`config.mk`:
```
export PLATFORM = sky130hd
export DESIGN_NAME = div_unit
export DESIGN_NICKNAME = d
export VERILOG_FILES = /design/src/rtl/riscv_core_pkg.sv /design/src/rtl/div_unit_step.sv /design/src/rtl/div_unit.sv
export SDC_FILE = /design/constraint.sdc
export NUM_CORES = 1
export LEC_CHECK = 0
export CAP_MARGIN = 10
export CORE_MARGIN = 5
export CORE_UTILIZATION = 42
export DETAILED_ROUTE_END_ITERATION = 8
export PLACE_DENSITY_LB_ADDON = 0.08
export SYNTH_ARGS = -nofsm -noshare
export SYNTH_HDL_FRONTEND = slang
export SYNTH_HIERARCHICAL = 1
export SYNTH_SLANG_ARGS = --single-unit
```
`constraint.sdc`:
```
create_clock -name clk_i -period 7.15 [get_ports clk_i]
set_clock_uncertainty 0.15 [all_clocks]
set_input_delay 1.7875 -clock clk_i [delete_from_list [all_inputs] [get_ports clk_i]]
set_output_delay 1.7875 -clock clk_i [all_outputs]
set_load 0.1 [all_outputs]
```
`src/rtl/riscv_core_pkg.sv`:
```
// ----------------------------------------------------------------------------
// riscv_core_pkg
// Shared core-wide types and constants used by the iterative divider:
//   XLEN        - integer register width
//   DIV_CNT_W   - width of the divider iteration counter
//   div_op_e    - DIV / DIVU / REM / REMU operation select
//   div_state_e - divider FSM states
// Helpers:
//   cond_neg    - two's-complement negate when a flag is set
//   div_result  - final result selection including RISC-V corner cases
// ----------------------------------------------------------------------------
package riscv_core_pkg;

    localparam int XLEN      = 32;
    localparam int DIV_CNT_W = $clog2(XLEN);

    localparam logic [XLEN-1:0] XLEN_ZERO = {XLEN{1'b0}};
    localparam logic [XLEN-1:0] XLEN_ONES = {XLEN{1'b1}};
    localparam logic [XLEN-1:0] XLEN_MIN  = {1'b1, {(XLEN-1){1'b0}}};

    typedef enum logic [1:0] {
        DIV_OP_DIV  = 2'd0,
        DIV_OP_DIVU = 2'd1,
        DIV_OP_REM  = 2'd2,
        DIV_OP_REMU = 2'd3
    } div_op_e;

    typedef enum logic [1:0] {
        IDLE = 2'd0,
        CALC = 2'd1,
        DONE = 2'd2
    } div_state_e;

    function automatic logic [XLEN-1:0] cond_neg(input logic [XLEN-1:0] v, input logic neg);
        logic [XLEN-1:0] res;
        if (neg) begin
            res = (~v) + XLEN'(1);
        end else begin
            res = v;
        end
        return res;
    endfunction

    // Corner cases take precedence over the magnitude datapath; the remainder
    // of a divide-by-zero is the untouched dividend bit pattern.
    function automatic logic [XLEN-1:0] div_result(
        input div_op_e         op,
        input logic [XLEN-1:0] quo_mag,
        input logic [XLEN-1:0] rem_mag,
        input logic            neg_quo,
        input logic            neg_rem,
        input logic            div_zero,
        input logic            sgn_ovf,
        input logic [XLEN-1:0] dividend
    );
        logic [XLEN-1:0] quo_f;
        logic [XLEN-1:0] rem_f;
        logic [XLEN-1:0] res;
        if (div_zero) begin
            quo_f = XLEN_ONES;
            rem_f = dividend;
        end else if (sgn_ovf) begin
            quo_f = XLEN_MIN;
            rem_f = XLEN_ZERO;
        end else begin
            quo_f = cond_neg(quo_mag, neg_quo);
            rem_f = cond_neg(rem_mag, neg_rem);
        end
        case (op)
            DIV_OP_DIV, DIV_OP_DIVU: res = quo_f;
            DIV_OP_REM, DIV_OP_REMU: res = rem_f;
            default:                 res = quo_f;
        endcase
        return res;
    endfunction

endpackage

```
`src/rtl/div_unit_step.sv`:
```
// ----------------------------------------------------------------------------
// div_step
// One combinational radix-2 restoring division iteration on magnitudes.
// Ports:
//   rem, quo, divisor      - current partial remainder, quotient/dividend
//                            shift register and divisor magnitude
//   rem_next, quo_next     - state after one shift-and-trial-subtract step
// ----------------------------------------------------------------------------
module div_step
    import riscv_core_pkg::*;
(
    input  logic [XLEN-1:0] rem,
    input  logic [XLEN-1:0] quo,
    input  logic [XLEN-1:0] divisor,
    output logic [XLEN-1:0] rem_next,
    output logic [XLEN-1:0] quo_next
);

    // The shifted remainder can need XLEN+1 bits before the subtraction.
    logic [XLEN:0] shifted_s;
    logic [XLEN:0] trial_s;

    assign shifted_s = {rem, quo[XLEN-1]};
    assign trial_s   = shifted_s - {1'b0, divisor};

    // Restore (keep shifted value) when the trial subtraction went negative.
    always_comb begin
        rem_next = shifted_s[XLEN-1:0];
        quo_next = {quo[XLEN-2:0], 1'b0};
        if (!trial_s[XLEN]) begin
            rem_next = trial_s[XLEN-1:0];
            quo_next = {quo[XLEN-2:0], 1'b1};
        end else begin
            rem_next = shifted_s[XLEN-1:0];
            quo_next = {quo[XLEN-2:0], 1'b0};
        end
    end

endmodule

```
`src/rtl/div_unit.sv`:
```
// ----------------------------------------------------------------------------
// div_unit
// Iterative radix-2 restoring divider for RV32M DIV/DIVU/REM/REMU.
// One operation in flight; request and response use valid/ready handshakes.
// Ports:
//   clk_i, rst_ni                 - clock, async active-low reset
//   req_valid_i / req_ready_o     - request handshake (ready only in IDLE)
//   div_op_i, operand_a_i,
//   operand_b_i, req_tag_i        - operation, dividend, divisor, dest tag
//   kill_i                        - flush; aborts any operation, no response
//   rsp_valid_o / rsp_ready_i     - response handshake
//   rsp_result_o, rsp_tag_o       - quotient or remainder, tag
//   busy_o                        - unit not IDLE
// Build option DIV_UNIT_FAST_SPECIAL_EN: divide-by-zero, signed overflow and
// zero dividend complete one cycle after accept instead of XLEN cycles.
// ----------------------------------------------------------------------------
module div_unit
    import riscv_core_pkg::*;
#(
    parameter int TAG_W = 5
) (
    input  logic             clk_i,
    input  logic             rst_ni,
    input  logic             req_valid_i,
    output logic             req_ready_o,
    input  div_op_e          div_op_i,
    input  logic [XLEN-1:0]  operand_a_i,
    input  logic [XLEN-1:0]  operand_b_i,
    input  logic [TAG_W-1:0] req_tag_i,
    input  logic             kill_i,
    output logic             rsp_valid_o,
    input  logic             rsp_ready_i,
    output logic [XLEN-1:0]  rsp_result_o,
    output logic [TAG_W-1:0] rsp_tag_o,
    output logic             busy_o
);

    div_state_e             state_r, state_s;
    logic [DIV_CNT_W-1:0]   cnt_r;
    logic [XLEN-1:0]        rem_r, quo_r, divisor_r, dividend_r;
    div_op_e                op_r;
    logic                   neg_quo_r, neg_rem_r, div_zero_r, sgn_ovf_r;
    logic                   rsp_valid_r;
    logic [XLEN-1:0]        result_r;
    logic [TAG_W-1:0]       tag_r;

    logic                   accept_s, signed_op_s, sa_s, sb_s;
    logic                   in_div_zero_s, in_sgn_ovf_s, fast_s;
    logic [XLEN-1:0]        step_rem_s, step_quo_s;

    assign accept_s      = (state_r == IDLE) && req_valid_i && !kill_i;
    assign signed_op_s   = (div_op_i == DIV_OP_DIV) || (div_op_i == DIV_OP_REM);
    assign sa_s          = signed_op_s && operand_a_i[XLEN-1];
    assign sb_s          = signed_op_s && operand_b_i[XLEN-1];
    assign in_div_zero_s = (operand_b_i == XLEN_ZERO);
    assign in_sgn_ovf_s  = signed_op_s && (operand_a_i == XLEN_MIN) && (operand_b_i == XLEN_ONES);

`ifdef DIV_UNIT_FAST_SPECIAL_EN
    logic in_a_zero_s;
    assign in_a_zero_s = (operand_a_i == XLEN_ZERO);
    assign fast_s      = in_div_zero_s || in_sgn_ovf_s || in_a_zero_s;
`else
    assign fast_s      = 1'b0;
`endif

    div_step u_step (
        .rem      (rem_r),
        .quo      (quo_r),
        .divisor  (divisor_r),
        .rem_next (step_rem_s),
        .quo_next (step_quo_s)
    );

    // Next-state logic; kill overrides accept and response handshakes.
    always_comb begin
        state_s = state_r;
        if (kill_i) begin
            state_s = IDLE;
        end else begin
            case (state_r)
                IDLE: begin
                    if (accept_s) begin
                        state_s = fast_s ? DONE : CALC;
                    end else begin
                        state_s = IDLE;
                    end
                end
                CALC: begin
                    if (cnt_r == DIV_CNT_W'(0)) begin
                        state_s = DONE;
                    end else begin
                        state_s = CALC;
                    end
                end
                DONE: begin
                    if (rsp_valid_r && rsp_ready_i) begin
                        state_s = IDLE;
                    end else begin
                        state_s = DONE;
                    end
                end
                default: state_s = IDLE;
            endcase
        end
    end

    // FSM state register.
    always_ff @(posedge clk_i or negedge rst_ni) begin
        if (!rst_ni) begin
            state_r <= IDLE;
        end else begin
            state_r <= state_s;
        end
    end

    // Operand capture, iteration datapath and registered response.
    always_ff @(posedge clk_i or negedge rst_ni) begin
        if (!rst_ni) begin
            cnt_r       <= DIV_CNT_W'(0);
            rem_r       <= XLEN_ZERO;
            quo_r       <= XLEN_ZERO;
            divisor_r   <= XLEN_ZERO;
            dividend_r  <= XLEN_ZERO;
            op_r        <= DIV_OP_DIV;
            neg_quo_r   <= 1'b0;
            neg_rem_r   <= 1'b0;
            div_zero_r  <= 1'b0;
            sgn_ovf_r   <= 1'b0;
            rsp_valid_r <= 1'b0;
            result_r    <= XLEN_ZERO;
            tag_r       <= {TAG_W{1'b0}};
        end else if (kill_i) begin
            rsp_valid_r <= 1'b0;
        end else if (accept_s) begin
            cnt_r      <= DIV_CNT_W'(XLEN-1);
            rem_r      <= XLEN_ZERO;
            quo_r      <= cond_neg(operand_a_i, sa_s);
            divisor_r  <= cond_neg(operand_b_i, sb_s);
            dividend_r <= operand_a_i;
            op_r       <= div_op_i;
            neg_quo_r  <= sa_s ^ sb_s;
            neg_rem_r  <= sa_s;
            div_zero_r <= in_div_zero_s;
            sgn_ovf_r  <= in_sgn_ovf_s;
            tag_r      <= req_tag_i;
            if (fast_s) begin
                // Zero magnitudes give a zero result for a zero dividend.
                rsp_valid_r <= 1'b1;
                result_r    <= div_result(div_op_i, XLEN_ZERO, XLEN_ZERO, 1'b0, 1'b0,
                                          in_div_zero_s, in_sgn_ovf_s, operand_a_i);
            end else begin
                rsp_valid_r <= 1'b0;
            end
        end else if (state_r == CALC) begin
            rem_r <= step_rem_s;
            quo_r <= step_quo_s;
            if (cnt_r == DIV_CNT_W'(0)) begin
                rsp_valid_r <= 1'b1;
                result_r    <= div_result(op_r, step_quo_s, step_rem_s, neg_quo_r, neg_rem_r,
                                          div_zero_r, sgn_ovf_r, dividend_r);
            end else begin
                cnt_r <= cnt_r - DIV_CNT_W'(1);
            end
        end else if ((state_r == DONE) && rsp_valid_r && rsp_ready_i) begin
            rsp_valid_r <= 1'b0;
        end else begin
            rsp_valid_r <= rsp_valid_r;
        end
    end

    assign req_ready_o  = (state_r == IDLE);
    assign busy_o       = (state_r != IDLE);
    assign rsp_valid_o  = rsp_valid_r;
    assign rsp_result_o = result_r;
    assign rsp_tag_o    = tag_r;

endmodule

```
==> reports/results.ini <==
[outcome]
status=complete, no violations

[finish]
nets=1748
register_area_um2=4450
fill_cells=3102
multi_input_area_um2=7760
drive_above_1_share=0.0705
num_antenna_cells=0
area_growth_pct=13.1

[sta]
rsz0062_at_grt=no
final-max-slew-violation-count=0
setup_violations=0
worstMarginPinSlew_ns=1.09
finalCritPeriodShare=0.821
hold_viol=0
layout_setup_ws_ns=1.28
setup_tns_ns=0
maxSlewHeadroom=0.276
max_freq_mhz=170
fin_crit_ns=5.87

[logic_synthesis]
netlist_area_um2=13100
yosysWarnings=6
synth_flop_cell=dfrtp_1
yosys-top-cells-area=dfrtp_1 34%, nand2_1 8.3%, o21ai_0 5.2%
yosysUniqueCellTypes=95
synth_cells=1607
synth_top_area_frac=0.339
yosysTopAreaCell=dfrtp_1
postSynth.asyncResetShare=1.00
syn_avg_cell_area_um2=8.17
synth_edf_count=0
yosysSeqAreaShare=0.339
ys_ff_latch=178
syn_nets=1723

[cts]
cts_tree=built
cts_root_buf=clkbuf_16
postCtsSetupBuffers=0
clk_pin_slew_ns=0.07
hold_buffers=0
cts_buffers=17
clk_latency_ns=0.45
clock-sinks=178
clock_path_buffers=2
htree_levels=4
cts_resized=0

[critical_path]
crit_fanout=27
cp.arrival_ns=6.01
worst-r2r-cell-count=18
crit_required_ns=7.29
startpoint_type=register
cp-end-kind=register
path_class=register to register

[route]
via_per_inst=5.84
drc=0
highest_layer=met4
routed-wl-met3_um=2630
dr.pass1.iters=5
vias=11900
drtIter0Drc=1080
drtAntennaViolNets=0
wl_met1_um=20500
wl_um=42300
wl_met2_um=18200
wl_per_cell_um=20.7

[floorplan]
start_util=0.427
pin_count=116
core_area_um2=30700
die_area_um2=34900
die_y_um=187
die_w_um=187
num_rows=64

[power_and_ir_drop]
ir_drop_v=0.000223
p_per_area_nw_per_um2=367
leakage_nw=6.23

[global_routing]
grt_first_pass_wirelength_um=67300
grt-ovfl-total=0
antenna_found_initial=0
grt.total_usage=0.239
grt_max_degree=78
grt_pass1_vias=11500

[placed_design]
port-buffer-count=115
pre_cts_slack_ns=1.32
dpl.hpwl_um=31300
finalWeightedCongestion=0.873

[worst_hold_path]
min_path_cells=2
min_path_type=register to register

[flow_run]
cap_viol_max_count=0

==> layout make-up <==
cell class,count,area share
inverter,68,0.0177
clock inverter,10,0.00674
timing repair buffer,135,0.0878
multi-input combinational,1232,0.523
sequential,178,0.300
clock buffer,22,0.0313
tap,396,0.0334
==> flip-flops by register name, indices dropped and copies added (netlist names) <==
register and count:
dividend_r 32, state_r 2, neg_rem_r 1, rsp_result_o 32, neg_quo_r 1, quo_r 32, rem_r 32, sgn_ovf_r 1
op_r 1, rsp_valid_o 1, divisor_r 32, cnt_r 5, div_zero_r 1, rsp_tag_o 5
==> cells in the final DEF, fill, tap and decap left out, types with 15 or more instances in the layout <==
| cell | n |
|---|---|
| o21ai_0 | 136 |
| nor4_1 | 17 |
| nand4_1 | 16 |
| xnor2_1 | 70 |
| inv_1 | 67 |
| dfrtp_1 | 178 |
| ha_1 | 39 |
| nand2_1 | 291 |
| mux2_4 | 19 |
| clkdlybuf4s50_1 | 114 |
| a21oi_1 | 107 |
| clkbuf_16 | 17 |
| a21o_1 | 15 |
| buf_4 | 20 |
| nor3_1 | 29 |
| a22oi_1 | 17 |
| o31ai_1 | 22 |
| xor2_1 | 58 |
| nor2_1 | 87 |
| a31oi_1 | 26 |
| nand3_1 | 26 |
==> worst max-delay path: stages (launching register included) <==
cell,delay (ns)
dfrtp_1,0.37
inv_1,0.05
ha_1,0.22
fa_1,0.41
and2b_1,0.25
o2111ai_2,0.13
a21oi_2,0.25
o211ai_2,0.18
a211oi_4,0.30
nor2_4,0.09
mux2i_4,0.31
and2_4,0.30
inv_8,0.13
or4_1,0.67
or2_1,0.32
nor4_1,0.42
mux2_1,0.37
o311ai_0,0.59
o311ai_1,0.20
==> power breakdown <==
part	internal (mW)	switching [mW]	total, mW
logic	1.19	1.93	3.11
registers	1.19	0.214	1.40
clock network	0.503	0.431	0.934
total	2.88	2.57	5.45
==> synthesized netlist by cell type (all sizes together) (31+ instances only) <==
cell,count
ha,39
a21oi,108
xor2,58
buf,47
nand2,291
dfrtp,178
nor2,90
clkbuf,82
o21ai,151
xnor2,70
nor3,31
inv,68
==> metrics by stage <==
stage | cells | hold WS (ns) | cell area [µm²] | utilization | power [mW]
finish | 2041 | 0.324 | 14800 | 0.483 | 5.45
global route | 2041 | 0.345 | 14800 | 0.483 | 5.84
CTS | 2041 | 0.329 | 14800 | 0.483 | 5.46
detailed placement | 2009 | 0.311 | 14300 | 0.464 | 4.51
global placement | 2009 | 0.305 | 14300 | 0.464 | 4.48
floorplan | 1607 | 0.290 | 13100 | - | 3.80
==> metal layers <==
layer / GRT usage / vias up
met5: 0 / -
met4: 0.0648 / 0
met3: 0.0448 / 46
met2: 0.352 / 396
met1: 0.359 / 5762
li1: - / 5720
==> cells by family after synthesis <==
family                     synth area share
xor gates and xnor gates             0.0854
muxes                                0.0354
adders and majority gates            0.0387
buffers and inverters                0.0710
DFF                                   0.339
AOI/OAI and AO/OA                     0.221
and+or+nand+nor                       0.209
==> final timing paths <==
kind / from / endpoint / slack, ns
worst max-delay path: quo_r[31] / rsp_result_o[31] / 1.28
worst min-delay path: rsp_tag_o[1] / rsp_tag_o[1] / 0.32
worst max register to register: quo_r[31] / rsp_result_o[31] / 1.28
worst min register to register: rsp_tag_o[1] / rsp_tag_o[1] / 0.32
max in group asynchronous: rst_ni / rem_r[5] / 4.36
min in group asynchronous: rst_ni / rem_r[14] / 1.23
Power figures use the tool's default switching activity.
